<file path="src/rtl/uart_wb_arbiter.sv">
// Two-master round-robin Wishbone arbiter for the UART register window with a no-ack watchdog.
// Grant lands 1 cycle after request; the owner's signals then pass combinationally to the slave.
module uart_wb_arbiter #(
    parameter int TIMEOUT_CYCLES = 255,
    parameter int TO_CNT_W       = 8
) (
    input  logic                wb_clk_i,
    input  logic                wb_rst_n_i,
    input  logic [31:0]         m0_adr_i,
    input  logic [31:0]         m0_dat_i,
    output logic [31:0]         m0_dat_o,
    input  logic                m0_we_i,
    input  logic [3:0]          m0_sel_i,
    input  logic                m0_stb_i,
    input  logic                m0_cyc_i,
    output logic                m0_ack_o,
    output logic                m0_err_o,
    input  logic [31:0]         m1_adr_i,
    input  logic [31:0]         m1_dat_i,
    output logic [31:0]         m1_dat_o,
    input  logic                m1_we_i,
    input  logic [3:0]          m1_sel_i,
    input  logic                m1_stb_i,
    input  logic                m1_cyc_i,
    output logic                m1_ack_o,
    output logic                m1_err_o,
    output logic [31:0]         s_adr_o,
    output logic [31:0]         s_dat_o,
    output logic                s_we_o,
    output logic                s_stb_o,
    output logic                s_cyc_o,
    output logic [3:0]          s_sel_o,
    input  logic [31:0]         s_dat_i,
    input  logic                s_ack_i,
    output logic [1:0]          grant_o,
    output logic [TO_CNT_W-1:0] to_cnt_o
);

    localparam int              WD_W    = $clog2(TIMEOUT_CYCLES);
    localparam logic [WD_W-1:0] WD_LAST = WD_W'(TIMEOUT_CYCLES - 1);

    typedef enum logic [1:0] {
        ST_IDLE = 2'd0,
        ST_OWN0 = 2'd1,
        ST_OWN1 = 2'd2
    } state_t;

    state_t              r_state;
    state_t              w_state_nxt;
    logic                r_last_owner;
    logic                w_last_owner_nxt;
    logic [WD_W-1:0]     r_wd_cnt;
    logic                r_err;
    logic [TO_CNT_W-1:0] r_to_cnt;

    logic w_own0;
    logic w_own1;
    logic w_own_stb;
    logic w_own_cyc;
    logic w_active;
    logic w_timeout;

    assign w_own0    = (r_state == ST_OWN0);
    assign w_own1    = (r_state == ST_OWN1);
    assign w_own_stb = (w_own0 & m0_stb_i) | (w_own1 & m1_stb_i);
    assign w_own_cyc = (w_own0 & m0_cyc_i) | (w_own1 & m1_cyc_i);
    assign w_active  = w_own_stb & w_own_cyc;
    // An ack on the terminal-count cycle wins; the err cycle itself never times out.
    assign w_timeout = w_active & ~s_ack_i & ~r_err & (r_wd_cnt == WD_LAST);

    always_comb begin
        w_state_nxt      = r_state;
        w_last_owner_nxt = r_last_owner;
        case (r_state)
            ST_IDLE: begin
                if (m0_cyc_i && m1_cyc_i) begin
                    w_state_nxt = r_last_owner ? ST_OWN0 : ST_OWN1;
                end else if (m0_cyc_i) begin
                    w_state_nxt = ST_OWN0;
                end else if (m1_cyc_i) begin
                    w_state_nxt = ST_OWN1;
                end
            end
            ST_OWN0: begin
                if (!m0_cyc_i) begin
                    w_state_nxt      = ST_IDLE;
                    w_last_owner_nxt = 1'b0;
                end
            end
            ST_OWN1: begin
                if (!m1_cyc_i) begin
                    w_state_nxt      = ST_IDLE;
                    w_last_owner_nxt = 1'b1;
                end
            end
            default: begin
                w_state_nxt = ST_IDLE;
            end
        endcase
    end

    always_ff @(posedge wb_clk_i or negedge wb_rst_n_i) begin
        if (!wb_rst_n_i) begin
            r_state      <= ST_IDLE;
            r_last_owner <= 1'b1;
        end else begin
            r_state      <= w_state_nxt;
            r_last_owner <= w_last_owner_nxt;
        end
    end

    always_ff @(posedge wb_clk_i or negedge wb_rst_n_i) begin
        if (!wb_rst_n_i) begin
            r_wd_cnt <= '0;
            r_err    <= 1'b0;
            r_to_cnt <= '0;
        end else begin
            r_err <= w_timeout;
            if (!w_active || s_ack_i || w_timeout || r_err) begin
                r_wd_cnt <= '0;
            end else begin
                r_wd_cnt <= r_wd_cnt + WD_W'(1);
            end
            if (w_timeout && (r_to_cnt != {TO_CNT_W{1'b1}})) begin
                r_to_cnt <= r_to_cnt + TO_CNT_W'(1);
            end
        end
    end

    assign s_adr_o = w_own0 ? m0_adr_i : (w_own1 ? m1_adr_i : 32'h0);
    assign s_dat_o = w_own0 ? m0_dat_i : (w_own1 ? m1_dat_i : 32'h0);
    assign s_we_o  = (w_own0 & m0_we_i) | (w_own1 & m1_we_i);
    assign s_sel_o = w_own0 ? m0_sel_i : (w_own1 ? m1_sel_i : 4'h0);
    // The slave strobe is withdrawn on the err cycle so a late ack cannot land.
    assign s_stb_o = w_own_stb & ~r_err;
    assign s_cyc_o = w_own_cyc & ~r_err;

    assign m0_dat_o = w_own0 ? s_dat_i : 32'h0;
    assign m1_dat_o = w_own1 ? s_dat_i : 32'h0;
    assign m0_ack_o = w_own0 & s_ack_i & m0_stb_i & m0_cyc_i & ~r_err;
    assign m1_ack_o = w_own1 & s_ack_i & m1_stb_i & m1_cyc_i & ~r_err;
    assign m0_err_o = w_own0 & r_err;
    assign m1_err_o = w_own1 & r_err;

    assign grant_o  = {w_own1, w_own0};
    assign to_cnt_o = r_to_cnt;

endmodule

</file>
<file path="config.mk">
export PLATFORM = sky130hd
export DESIGN_NAME = uart_wb_arbiter
export DESIGN_NICKNAME = d
export VERILOG_FILES = /design/src/rtl/uart_wb_arbiter.sv
export SDC_FILE = /design/constraint.sdc
export NUM_CORES = 1
export LEC_CHECK = 0
export ABC_AREA = 1
export CORE_AREA = 3 3 124 126
export CTS_CLUSTER_DIAMETER = 30
export DETAILED_ROUTE_END_ITERATION = 7
export DIE_AREA = 0 0 127 129
export PLACE_DENSITY_LB_ADDON = 0.08
export SYNTH_ARGS = -nofsm -noshare
export SYNTH_HDL_FRONTEND = slang
export SYNTH_SLANG_ARGS = --single-unit
</file>
<file path="constraint.sdc">
create_clock -name wb_clk_i -period 2.05 [get_ports wb_clk_i]
set_input_delay 0.41 -clock wb_clk_i [delete_from_list [all_inputs] [get_ports wb_clk_i]]
set_output_delay 0.41 -clock wb_clk_i [all_outputs]
set_load 0.005 [all_outputs]
</file>
* Word level (Yosys, flattened, before mapping)
Cells that the tools add are included.
Cells by class: bitwise gates (word level) 27, eq/ne operators 7, muxes and demuxes 19, reductions and logical operators 10, $add $sub $neg 2
Operators by type and width (number):
- $mux W32 | 6
- $and A1 B1 Y1 | 22
- $add A8 B1 Y8 const B | 2
- $mux W2 | 6
- $eq A8 B8 Y1 const B | 1
- $mux W4 | 2
- $mux W8 | 1
- $ne A8 B8 Y1 const B | 1
- $pmux W2 S3 | 1
- $reduce_and A3 Y1 | 2
- $ne A2 B2 Y1 const B | 2
- $ne A4 B4 Y1 const B | 1
- $logic_or A1 B1 Y1 | 3
- $or A1 B1 Y1 | 3
- $eq A2 B1 Y1 const B | 1
- $eq A2 B2 Y1 const B | 1
- $logic_and A1 B1 Y1 | 2
- $logic_not A2 Y1 | 1
- $mux W1 | 2
- $not A1 Y1 | 2
- $pmux W1 S2 | 1
- $reduce_bool A2 Y1 | 1
- $logic_not A1 Y1 | 1
Word-level totals: register bits after elaboration 20, word-level logic and storage cells 70, output and inout bits 149, bits of input ports 177

* Logic depth before layout (Yosys ltp)
Gate-level depths: netlist of run 1.
depth in word-level cells 10, depth in mapped cells 9, depth with buffers taken out 9

* Worst setup path before layout of run 1
No wires, ideal clock.
kind register to output, start point reg r_state[1], end point out m1_dat_o[10], stages on the path, launching flop included 6, setup slack 0.593 ns, data required time 1.640 ns, arrival time 1.047 ns, buffers on the path 1, path through dfrtp_1 > inv_2 > nor2_2 > inv_2 > clkbuf_1 > nor2_1
Between the ends: word-level cells in the longest chain between the ends 2
RTL lines:
- start: declaration | line 48 | state_t r_state;
- start signal: assignment | line 107 | r_state <= w_state_nxt;
- $eq A2 B2 Y1 | line 64 | assign w_own1 = (r_state == ST_OWN1);
- $mux W32 | line 139 | assign m1_dat_o = w_own1 ? s_dat_i : 32'h0;
- end: declaration | line 20 | output logic [31:0] m1_dat_o,
Every way passes these cells.

* Final worst setup path of run 1
start point reg r_state[0], end point out s_adr_o[9]
Between the ends: word-level cells in the longest chain between the ends 3, elaborated cells on any way between the ends 4, those cells by class eq/ne (2); mux (2)
RTL lines:
- $eq A2 B2 Y1 | line 64
- $mux W32 | line 130 | assign s_adr_o = w_own0 ? m0_adr_i : (w_own1 ? m1_adr_i : 32'h0);
- $mux W32 * | line 130
- end: declaration | line 27 | output logic [31:0] s_adr_o,
Every way passes the cells marked *; elsewhere a longest branch is shown, timed or not.

==> summary.txt, run 1 <==
Floorplanning
  – Die width: 127 µm
  – Row count: 44
  – Initial Utilization: 0.152
  – Die area: about 16,000 µm²
  – Number of I/O pins: roughly 330
  – Die H: approximately 130 µm
  – Placeable Area: approximately 14,000 µm²

GRT
  – Global-route wire length before repair: between 20 and 25 mm
  – Vias in the first global route: ~3,700
  – Grt total ovfl: 0
  – Initial antenna violation count: 0
  – GRT Overall Usage: 0.205
  – Largest net degree at the start of global routing: 35

Timing
  – Max Slew Vio Count: 0
  – Max Freq: just under 500 MHz
  – Slew @ Worst Pin: 0.295 ns
  – Part of the cycle the worst path needs: 0.997
  – RSZ-0062 raised after global routing: yes
  – Rel. slew slack: 0.803
  – Final setup fails: 0
  – Final hold violation count: 0
  – Final Skew: around 0.0037 ns
  – Hold_ws: approximately 0.49 ns
  – Crit path time final: around 2.0 ns

Synth
  – Synthesis Warnings: 0
  – Post-Syn Area per Cell: 6.62 µm²
  – Syn_nets: 512
  – Synthesized area: ~2200 µm²
  – Post-synthesis cell count: about 330
  – Seq cells post-synth: 20
  – Unique masters post-synth: 25
  – Sequential element share of the synthesized area: 0.228

Detailed routing
  – Drt wl/cell: ~21 µm
  – DRT Pass-1 Iters: 4
  – Via count: 3,767
  – Vias per cell: ~4.3
  – Post-DRT Antenna Nets: 0
  – Final Routed Wirelength: 18.5 mm
  – DRC violations left: 0
  – Initial DRC count: 140

Worst setup path
  – Crit path launch type: flip-flop
  – Cell family with most CP delay: buffers and inverters
  – RR Startpoint: r_state[0]
  – FF-to-FF path depth: 12
  – Critical Path End Type: output port
  – Crit-path max cell delay: approximately 0.42 ns
  – Setup CP Type: flip-flop to output port
  – R2r endpoint: to_cnt_o[6]
  – CP max-delay cell: dfrtp_2
  – Critical path arrival: roughly 1.6 ns
  – Worst path cell trace: inv_2, nor2_4, buf_12, buf_6, buf_12, buf_16, a22o_1, buf_2
  – FF-to-FF setup slack: about 0.27 ns
  – Critical Path Most Common Cell: buf_12
  – Worst endpoint required time: ~1.6 ns
  – Worst-path maximum fanout: 10
  – Worst path bufs/invs: 6

Pwr
  – Net Sw Power: around 0.0013 W
  – Combinational Power Share: 0.724
  – Clock share of power: 0.153
  – Peak VDD IR: 0.421 mV
  – Flop pwr share: 0.124
  – Power per cell area: a little under 600 nW/µm²
  – Total Power: between 0.003 and 0.004 W
  – Cell internal pwr: 0.00229 W
  – Sw Ratio: 0.357
  – Leak: a little over 3 nW

Clock network
  – Number of hold buffers added after CTS: 0
  – CTS buffer count: 3
  – Worst-path clk slew: about 0.060 ns
  – Clock latency on the worst-skew pair: 0.26 ns
  – CTS root buf: clkbuf_16
  – Num Clock Sinks: 20
  – CTS tree: done
  – CTS H-tree lvls: 1
  – Clock tree buffer depth: 2

Placed design
  – Placed cells: about 850
  – Placer Congestion: about 0.90
  – PortBufs: 325
  – Hpwl dp: about 15 mm

Hold path
  – Hold Path Class: primary input to async pin

Cells and area
  – Layout cell share with drive strength beyond 1: 0.302
  – Reg area: between 500 and 600 µm²
  – Area Growth Syn to Fin: 180%
  – Final non-filler cell total: 881
  – Area of the multi-input gates: between 1500 and 2000 µm²
  – Fillers: between 1,500 and 2,000
  – Final core utilization: 0.426
  – Nets: ~900

Run
  – Max_cap viols: 0

Status
  – Outcome: completed
## area by class of cell
type	count	share of cell area
Tap cell	184	0.0374
Clock buffer	3	0.0122
Sequential cell	20	0.0818
Clock inverter	1	0.00488
Timing Repair Buffer	384	0.577
Inverter	52	0.0338
Antenna cell	1	0.000407
Multi-Input combinational cell	236	0.253
## power by group through the flow
stage / clock network [W] / registers, W / logic [W]
final: 0.000543 / 0.000439 / 0.00257
after global routing: 0.000566 / 0.000440 / 0.00276
after CTS: 0.000553 / 0.000436 / 0.00251
after detailed placement: 0 / 0.000450 / 0.00237
after global placement: 0 / 0.000446 / 0.00238
after floorplan: 0 / 0.000444 / 0.000689
## registers in the layout, indices dropped and copies added, names as in the netlist
| signal | flops |
|---|---|
| r_wd_cnt | 8 |
| to_cnt_o | 8 |
| r_state | 2 |
| r_err | 1 |
| r_last_owner | 1 |
## metrics by stage
| stage | cell area [µm²] | setup TNS (ns) | setup WS (ns) |
|---|---|---|---|
| 2_1_floorplan | 2200 | 0 | 0.593 |
| 3_3_place_gp | 5880 | -3.37 | -0.284 |
| 3_5_place_dp | 5880 | -6.22 | -0.253 |
| 4_1_cts | 6180 | -0.571 | -0.0805 |
| 5_1_grt | 6150 | -0.592 | -0.0471 |
| 6_report | 6150 | 0 | 0.00523 |
## cell usage in the layout, fill, tap and decap left out, types with 18 or more instances in the layout
| cell type | synthesis | layout |
|---|---|---|
| clkbuf_2 | 0 | 27 |
| nor2_1 | 82 | 68 |
| inv_1 | 48 | 48 |
| buf_2 | 15 | 64 |
| dfrtp_1 | 19 | 18 |
| a22o_1 | 69 | 57 |
| dlygate4sd2_1 | 0 | 30 |
| buf_6 | 0 | 21 |
| nand2_1 | 38 | 38 |
| clkdlybuf4s50_1 | 0 | 184 |
| buf_4 | 3 | 31 |
## worst register-to-register path, delay by kind of cell (launching register included)
family                 cells  cell delay, ns
buffers and inverters      5            0.53
and+or+nand+nor            7            0.72
DFF                        1            0.42
## per-layer routing
metal,GRT usage,vias to the layer above,part of all wire
li1,-,1843,-
met1,0.241,1720,0.39
met2,0.323,190,0.45
met3,0.140,14,0.16
met4,0.0183,0,0.012
met5,0,-,0
## synthesized netlist by cell type (all sizes together)
| cell | n | share of area |
|---|---|---|
| inv | 52 | 0.089 |
| ha | 3 | 0.017 |
| dfstp | 1 | 0.012 |
| nor3 | 4 | 0.011 |
| buf | 18 | 0.044 |
| o21ai | 3 | 0.0068 |
| a311oi | 1 | 0.0040 |
| nor4 | 1 | 0.0028 |
| a211oi | 1 | 0.0034 |
| nand4 | 8 | 0.023 |
| nor2 | 85 | 0.15 |
| dfrtp | 19 | 0.22 |
| xnor2 | 4 | 0.016 |
| nand2 | 39 | 0.070 |
| a22o | 69 | 0.28 |
| clkbuf | 6 | 0.010 |
| nand3 | 13 | 0.032 |
| xor2 | 4 | 0.016 |
| a21oi | 1 | 0.0023 |
## worst max-delay path by stage
stage	slack [ns]	startpoint	depth (start not counted)	to
3_5_place_dp	-0.25	m0_cyc_i	4	m0_ack_o
2_1_floorplan	0.59	r_state[1]	5	m1_dat_o[10]
4_1_cts	-0.08	r_state[0]	8	s_adr_o[21]
5_1_grt	-0.05	r_state[0]	8	s_adr_o[9]
3_3_place_gp	-0.28	m0_cyc_i	4	m0_ack_o
6_report	0.005	r_state[0]	8	s_adr_o[9]
## logic make-up after synthesis
kind of cell / share of synthesized area
AND/OR/NAND/NOR: 0.288
buffers and inverters: 0.144
AO/OA/AOI/OAI: 0.292
XOR/XNOR: 0.0319
flip-flops: 0.228
adder cells (fa/ha/maj): 0.0171
## timing repair
| action | CTS | global route |
|---|---|---|
| gates cloned | 5 | 3 |
| pin swaps | 14 | 16 |
| endpoints found under the setup margin | 141 | 90 |
| resized for setup | 402 | 111 |
| buffers inserted | 20 | 4 |
Power figures use the tool's default switching activity.
==> run 2: changes to the inputs <==
Clock period 2.05 ns to 1.8 ns, I/O delays scaled along.
==> run 2 against run 1 <==
  * The flow now finishes with violations (negative setup slack)
  * Cell area rose by 12%
  * Worst hold slack worse by 0.035 ns
  * Clock skew fell by 0.0021 ns
  * Count of clock-buffer cells in the layout increased by 1
  * Global-route usage is 0.88 points higher
  * Core utilization up 5.0 points
  * Sequential share of layout area shrank 0.86 points
  * Largest cell class unchanged
  * Die area stayed put
  * First-iteration DRC count increased by 0.71%
  * Critical endpoint is now s_dat_o[23]
==> summary.txt, run 2 (same netlist as run 1, synthesis figures left out) <==
Status
  – Outcome: finished with violations (was completed)
  – Failing checks: negative setup slack

Placed design
  – Hpwl dp: 15.1 mm (about the same)
  – Placed cells: 855 (was 846)
  – PortBufs: 325 (unchanged)
  – Placer Congestion: 0.886 (was 0.896)

Worst setup path
  – Worst path cell trace: inv_2, nor2_4, buf_12, buf_12, buf_12, buf_6, a22o_1, buf_6 (was inv_2, nor2_4, buf_12, buf_6, buf_12, buf_16, a22o_1, buf_2)
  – Critical Path End Type: output port (unchanged)
  – Critical path arrival: 1.69 ns (was 1.63 ns)
  – FF-to-FF path depth: 11 (was 12)
  – Crit path launch type: flip-flop (unchanged)
  – CP max-delay cell: dfrtp_2 (unchanged)
  – Critical Path Most Common Cell: buf_12 (unchanged)
  – Worst-path maximum fanout: 5 (was 10)
  – Setup CP Type: flip-flop to output port (unchanged)
  – Crit-path max cell delay: 0.43 ns (was 0.42 ns)
  – Worst endpoint required time: 1.44 ns (was 1.64 ns)

Floorplanning
  – Initial Utilization: 0.152 (unchanged)
  – Die H: 129 µm (unchanged)
  – Row count: 44 (unchanged)
  – Die width: 127 µm (unchanged)
  – Die area: 16,400 µm² (unchanged)
  – Number of I/O pins: 326 (unchanged)
  – Placeable Area: 14,400 µm² (unchanged)

Detailed routing
  – DRT Pass-1 Iters: 4 (unchanged)
  – Via count: 3,906 (was 3,767)
  – Initial DRC count: 141 (was 140)
  – Drt wl/cell: 20.9 µm (was 21.0 µm)
  – Vias per cell: 4.30 (was 4.28)
  – Post-DRT Antenna Nets: 0 (unchanged)
  – Final Routed Wirelength: 19.0 mm (was 18.5 mm)
  – DRC violations left: 0 (unchanged)

Timing
  – Final hold violation count: 0 (unchanged)
  – Slew @ Worst Pin: 0.268 ns (was 0.295 ns)
  – Crit path time final: between 2 and 2.5 ns
  – Fin worst setup slack: -0.249 ns (was 0.00523 ns)
  – Part of the cycle the worst path needs: 1.14
  – Hold_ws: 0.451 ns (was 0.487 ns)
  – RSZ-0062 raised after global routing: yes (unchanged)
  – Rel. slew slack: 0.821 (was 0.803)
  – Max Slew Vio Count: 0 (unchanged)
  – Max Freq: ~490 MHz
  – Final setup fails: 111 (was 0)
  – Final Skew: 0.00159 ns (was 0.00366 ns)

GRT
  – GR Util met2: 0.326 (was 0.323)
  – Met1 usage: 0.265 (was 0.241)
  – Vias in the first global route: 3,881 (was 3,735)
  – Global-route wire length before repair: 26.0 mm (was 25.0 mm)
  – Largest net degree at the start of global routing: 21 (was 35)
  – GRT Overall Usage: 0.214 (was 0.205)
  – GR peak layer: met2 (unchanged)
  – Initial antenna violation count: 3 (was 0)
  – GRT met3 Usage: 0.134 (was 0.140)
  – Grt total ovfl: 0 (unchanged)

Cells and area
  – Layout cell share with drive strength beyond 1: 0.444 (was 0.302)
  – Nets: 904 (was 877)
  – Area Growth Syn to Fin: 213% (was 180%)
  – Final non-filler cell total: 908 (was 881)
  – Most frequent cells in the layout: clkdlybuf4s50_1 (183), buf_2 (93), buf_6 (70) (was clkdlybuf4s50_1 (184), nor2_1 (68), buf_2 (64))
  – Most common cell after layout, fill and taps aside: clkdlybuf4s50_1 (unchanged)

Clock network
  – CTS H-tree lvls: 1 (unchanged)
  – Clock latency on the worst-skew pair: 0.25 ns (was 0.26 ns)
  – CTS root buf: clkbuf_16 (unchanged)
  – Clock tree buffer depth: 2 (unchanged)
  – Num Clock Sinks: 20 (unchanged)
  – CTS buffer count: 3 (unchanged)
  – Worst-path clk slew: 0.06 ns (about the same)
  – CTS tree: done (unchanged)

Pwr
  – Leak: 3.30 nW (was 3.11 nW)
  – Total Power: 0.00459 W (was 0.00355 W)
  – Power per cell area: 668 nW/µm² (was 578 nW/µm²)
  – Peak VDD IR: 0.333 mV (was 0.421 mV)

Run
  – Max_cap viols: 0 (unchanged)

Hold path
  – Hold Path Class: primary input to async pin (unchanged)
==> run 2: changes by cell type in the layout (fill, tap and decap cells not counted), moves of 22 or more <==
cell,change
buf_2,+29
buf_6,+49
clkbuf_2,-22
dlygate4sd2_1,-29
nor2_1,-47
nor2_4,+30
==> run 2: cell type report <==
cell class	instances	area (µm²)
tap	184	230
fill	1425	7550
antenna	1	2.50
multi-input combinational	236	1850
timing repair buffer	411	3990
clock buffer	4	78.8
sequential	20	503
inverter	52	219
==> run 2: path summary, 6_finish.rpt <==
| check | startpoint | slack [ns] | to |
|---|---|---|---|
| hold / removal | wb_rst_n_i | 0.45 | to_cnt_o[7] |
| setup reg to reg | r_state[0] | 0.18 | to_cnt_o[7] |
| min in group wb_clk_i | r_wd_cnt[0] | 0.48 | r_wd_cnt[0] |
| hold reg to reg | r_wd_cnt[0] | 0.48 | r_wd_cnt[0] |
| max in group asynchronous | wb_rst_n_i | 1.08 | r_last_owner |
| setup / recovery | r_state[0] | -0.25 | s_dat_o[23] |
==> run 2: per-layer routing <==
metal	wire length [µm]	part of all wire
met2	8580	0.45
met4	197	0.010
met3	2840	0.15
met1	7330	0.39
met5	13	0.00069
==> run 2: what timing repair did <==
action	4_1_cts	5_1_grt
resized for setup	597	209
endpoints found under the setup margin	141	154
buffers inserted	25	17
hold buffers	0	0
cloned	9	3
hold endpoints to repair	0	0
pin swaps	29	46
==> run 2: where the power goes <==
part           switching (W)  internal [W]  total (W)
Combinational        0.00148       0.00215    0.00362
Sequential         0.0000185      0.000480   0.000499
Clock               0.000166      0.000302   0.000467
Total                0.00166       0.00293    0.00459
==> run 2: critical path, delay by kind of cell, from the launching register on <==
family,cells,cell delay [ns]
simple gates,1,0.05
flops,1,0.43
compound gates,1,0.24
buf+inv,6,0.70
==> run 2: per-stage QoR <==
step	setup WS [ns]	cell area [µm²]	utilization	setup TNS, ns
final	-0.249	6870	0.476	-13.75
after global routing	-0.323	6870	0.476	-22.48
after CTS	-0.282	6360	0.441	-16.00
after detailed placement	-0.351	5970	0.414	-26.68
after global placement	-0.406	5970	0.414	-26.57
after floorplan	0.393	2200	-	0
==> run 3: changes to the inputs <==
Settings changed: CTS_BUF_LIST from default to sky130_fd_sc_hd__clkbuf_16.
==> run 3 against run 2 <==
  * The flow still finishes with violations (negative setup slack)
  * Setup slack is essentially flat
  * Final cell count is the same
  * Sequential power is essentially flat
  * Worst hold slack lost 0.00066 ns
  * Critical endpoint unchanged
  * Global-route usage is the same
==> summary.txt, run 3 (same netlist as run 1, synthesis figures left out) <==
Placed design
  – PortBufs: 325 (unchanged)
  – Placed Area: 5970 µm² (unchanged)
  – Placed cells: 855 (unchanged)
  – Hpwl dp: 15.1 mm (unchanged)
  – Placer Congestion: 0.886 (unchanged)

Worst setup path
  – Setup CP Type: flip-flop to output port (unchanged)
  – Critical Path End Type: output port (unchanged)
  – Worst endpoint required time: 1.44 ns (about the same)
  – Crit-path max cell delay: 0.43 ns (about the same)
  – CP max-delay cell: dfrtp_2 (unchanged)
  – Worst path cell trace: inv_2, nor2_4, buf_12, buf_12, buf_12, buf_6, a22o_1, buf_6 (unchanged)
  – Worst-path maximum fanout: 5 (unchanged)
  – Crit path launch type: flip-flop (unchanged)
  – Critical path arrival: 1.69 ns (about the same)
  – Critical Path Most Common Cell: buf_12 (unchanged)
  – Cell family with most CP delay: buffers and inverters (unchanged)
  – Worst path bufs/invs: 6 (unchanged)

Detailed routing
  – DRT Pass-1 Iters: 4 (unchanged)
  – Vias per cell: 4.30 (unchanged)
  – Post-DRT Antenna Nets: 0 (unchanged)
  – Final Routed Wirelength: 19.0 mm (about the same)
  – Initial DRC count: 140 (was 141)
  – Via count: 3,906 (unchanged)
  – Drt wl/cell: 20.9 µm (about the same)
  – DRC violations left: 0 (unchanged)

Timing
  – Total negative slack: -13.76 ns (was -13.75 ns)
  – Rel. slew slack: 0.821 (about the same)
  – Slew @ Worst Pin: 0.269 ns (was 0.268 ns)
  – Max Slew Vio Count: 0 (unchanged)
  – Final setup fails: 111 (unchanged)
  – Part of the cycle the worst path needs: 1.14 (about the same)
  – Final Skew: 0.00153 ns (was 0.00159 ns)
  – Max Freq: 488 MHz (about the same)
  – Final hold violation count: 0 (unchanged)
  – Crit path time final: 2.05 ns (about the same)
  – Fin worst setup slack: -0.249 ns (about the same)
  – RSZ-0062 raised after global routing: yes (unchanged)

Floorplanning
  – Die area: 16,400 µm² (unchanged)
  – Placeable Area: 14,400 µm² (unchanged)
  – Number of I/O pins: 326 (unchanged)
  – Die width: 127 µm (unchanged)
  – Row count: 44 (unchanged)
  – Die H: 129 µm (unchanged)
  – Initial Utilization: 0.152 (unchanged)

Pwr
  – Flop pwr share: 0.109 (about the same)
  – Net Sw Power: 0.00166 W (about the same)
  – Total Power: 0.00459 W (about the same)
  – Clock share of power: 0.101 (was 0.102)
  – Peak VDD IR: 0.333 mV (about the same)
  – Leak: 3.30 nW (about the same)
  – Cell internal pwr: 0.00292 W (was 0.00293 W)
  – Combinational Power Share: 0.790 (about the same)
  – Power per cell area: 668 nW/µm² (about the same)
  – Sw Ratio: 0.363 (was 0.362)

Cells and area
  – Most frequent cells in the layout: clkdlybuf4s50_1 (183), buf_2 (93), buf_6 (70) (unchanged)
  – Area Growth Syn to Fin: 213% (unchanged)
  – Post-route cell area: 6870 µm² (unchanged)
  – Final non-filler cell total: 908 (unchanged)
  – Final core utilization: 0.476 (unchanged)
  – Most common cell after layout, fill and taps aside: clkdlybuf4s50_1 (unchanged)
  – Layout cell share with drive strength beyond 1: 0.444 (unchanged)
  – Nets: 904 (unchanged)

Hold path
  – Hold Path Class: primary input to async pin (unchanged)

Clock network
  – CTS H-tree lvls: 1 (unchanged)
  – Clock latency on the worst-skew pair: 0.25 ns (about the same)
  – Num Clock Sinks: 20 (unchanged)
  – CTS buffer count: 3 (unchanged)
  – Worst-path clk slew: 0.06 ns (about the same)
  – CTS tree: done (unchanged)
  – Clock tree buffer depth: 2 (unchanged)
  – CTS root buf: clkbuf_16 (unchanged)

GRT
  – Grt total ovfl: 0 (unchanged)
  – Initial antenna violation count: 3 (unchanged)
  – GRT Overall Usage: 0.214 (unchanged)
  – Vias in the first global route: 3,881 (unchanged)
  – Largest net degree at the start of global routing: 21 (unchanged)
  – Global-route wire length before repair: 26.0 mm (unchanged)

Status
  – Outcome: finished with violations (unchanged)
  – Failing checks: negative setup slack (unchanged)

Run
  – Max_cap viols: 0 (unchanged)
==> run 3: what timing repair did <==
action	CTS	global route
cloned	9	3
hold buffers	0	0
endpoints found under the setup margin	141	154
hold endpoints to repair	0	0
pin swaps	29	46
buffers inserted	25	17
resized for setup	597	209
==> run 3: layout make-up <==
cell class              count  area [µm²]
multi-input cells         236        1850
fillers                  1425        7550
clock inverters             1        3.75
repair buffers            411        3990
clock buffers               3        75.1
well taps                 184         230
flip-flops and latches     20         503
inverters                  52         219
diodes                      1        2.50
==> run 3: power groups by stage <==
stage,logic [W],clock network [W],registers (W)
after floorplan,0.000784,0,0.000506
after global placement,0.00279,0,0.000509
after detailed placement,0.00277,0,0.000510
after CTS,0.00322,0.000473,0.000499
after global routing,0.00385,0.000500,0.000505
final,0.00362,0.000463,0.000499
==> run 3: worst reg2reg max path, stage by stage, from the launching register on <==
cell and delay (ns):
dfrtp_2 0.43, inv_2 0.08, buf_4 0.10, buf_4 0.11, nand3_1 0.07, nand2_1 0.07
nand2_1 0.06, buf_4 0.15, nor2_4 0.14, buf_4 0.18, nand4_1 0.10, nand2_1 0.09
==> run 3: per-layer routing <==
metal  GRT usage  share of wire
met1       0.265           0.39
met4      0.0246          0.010
met3       0.134           0.15
met5           0        0.00069
met2       0.326           0.45
==> run 3: stage by stage <==
step | hold WS (ns) | setup WS (ns)
detailed placement | 0.479 | -0.351
CTS | 0.466 | -0.282
global route | 0.476 | -0.323
floorplan | 0.0644 | 0.393
finish | 0.451 | -0.249
global placement | 0.472 | -0.406
==> run 3: final timing paths <==
kind	start	endpoint	slack, ns	cells past startpoint
setup / recovery	r_state[0]	s_dat_o[23]	-0.25	8
hold / removal	wb_rst_n_i	to_cnt_o[7]	0.45	2
setup reg to reg	r_state[0]	to_cnt_o[7]	0.17	11
hold reg to reg	r_wd_cnt[0]	r_wd_cnt[0]	0.48	1
max in group asynchronous	wb_rst_n_i	r_last_owner	1.08	2
min in group wb_clk_i	r_wd_cnt[0]	r_wd_cnt[0]	0.48	1
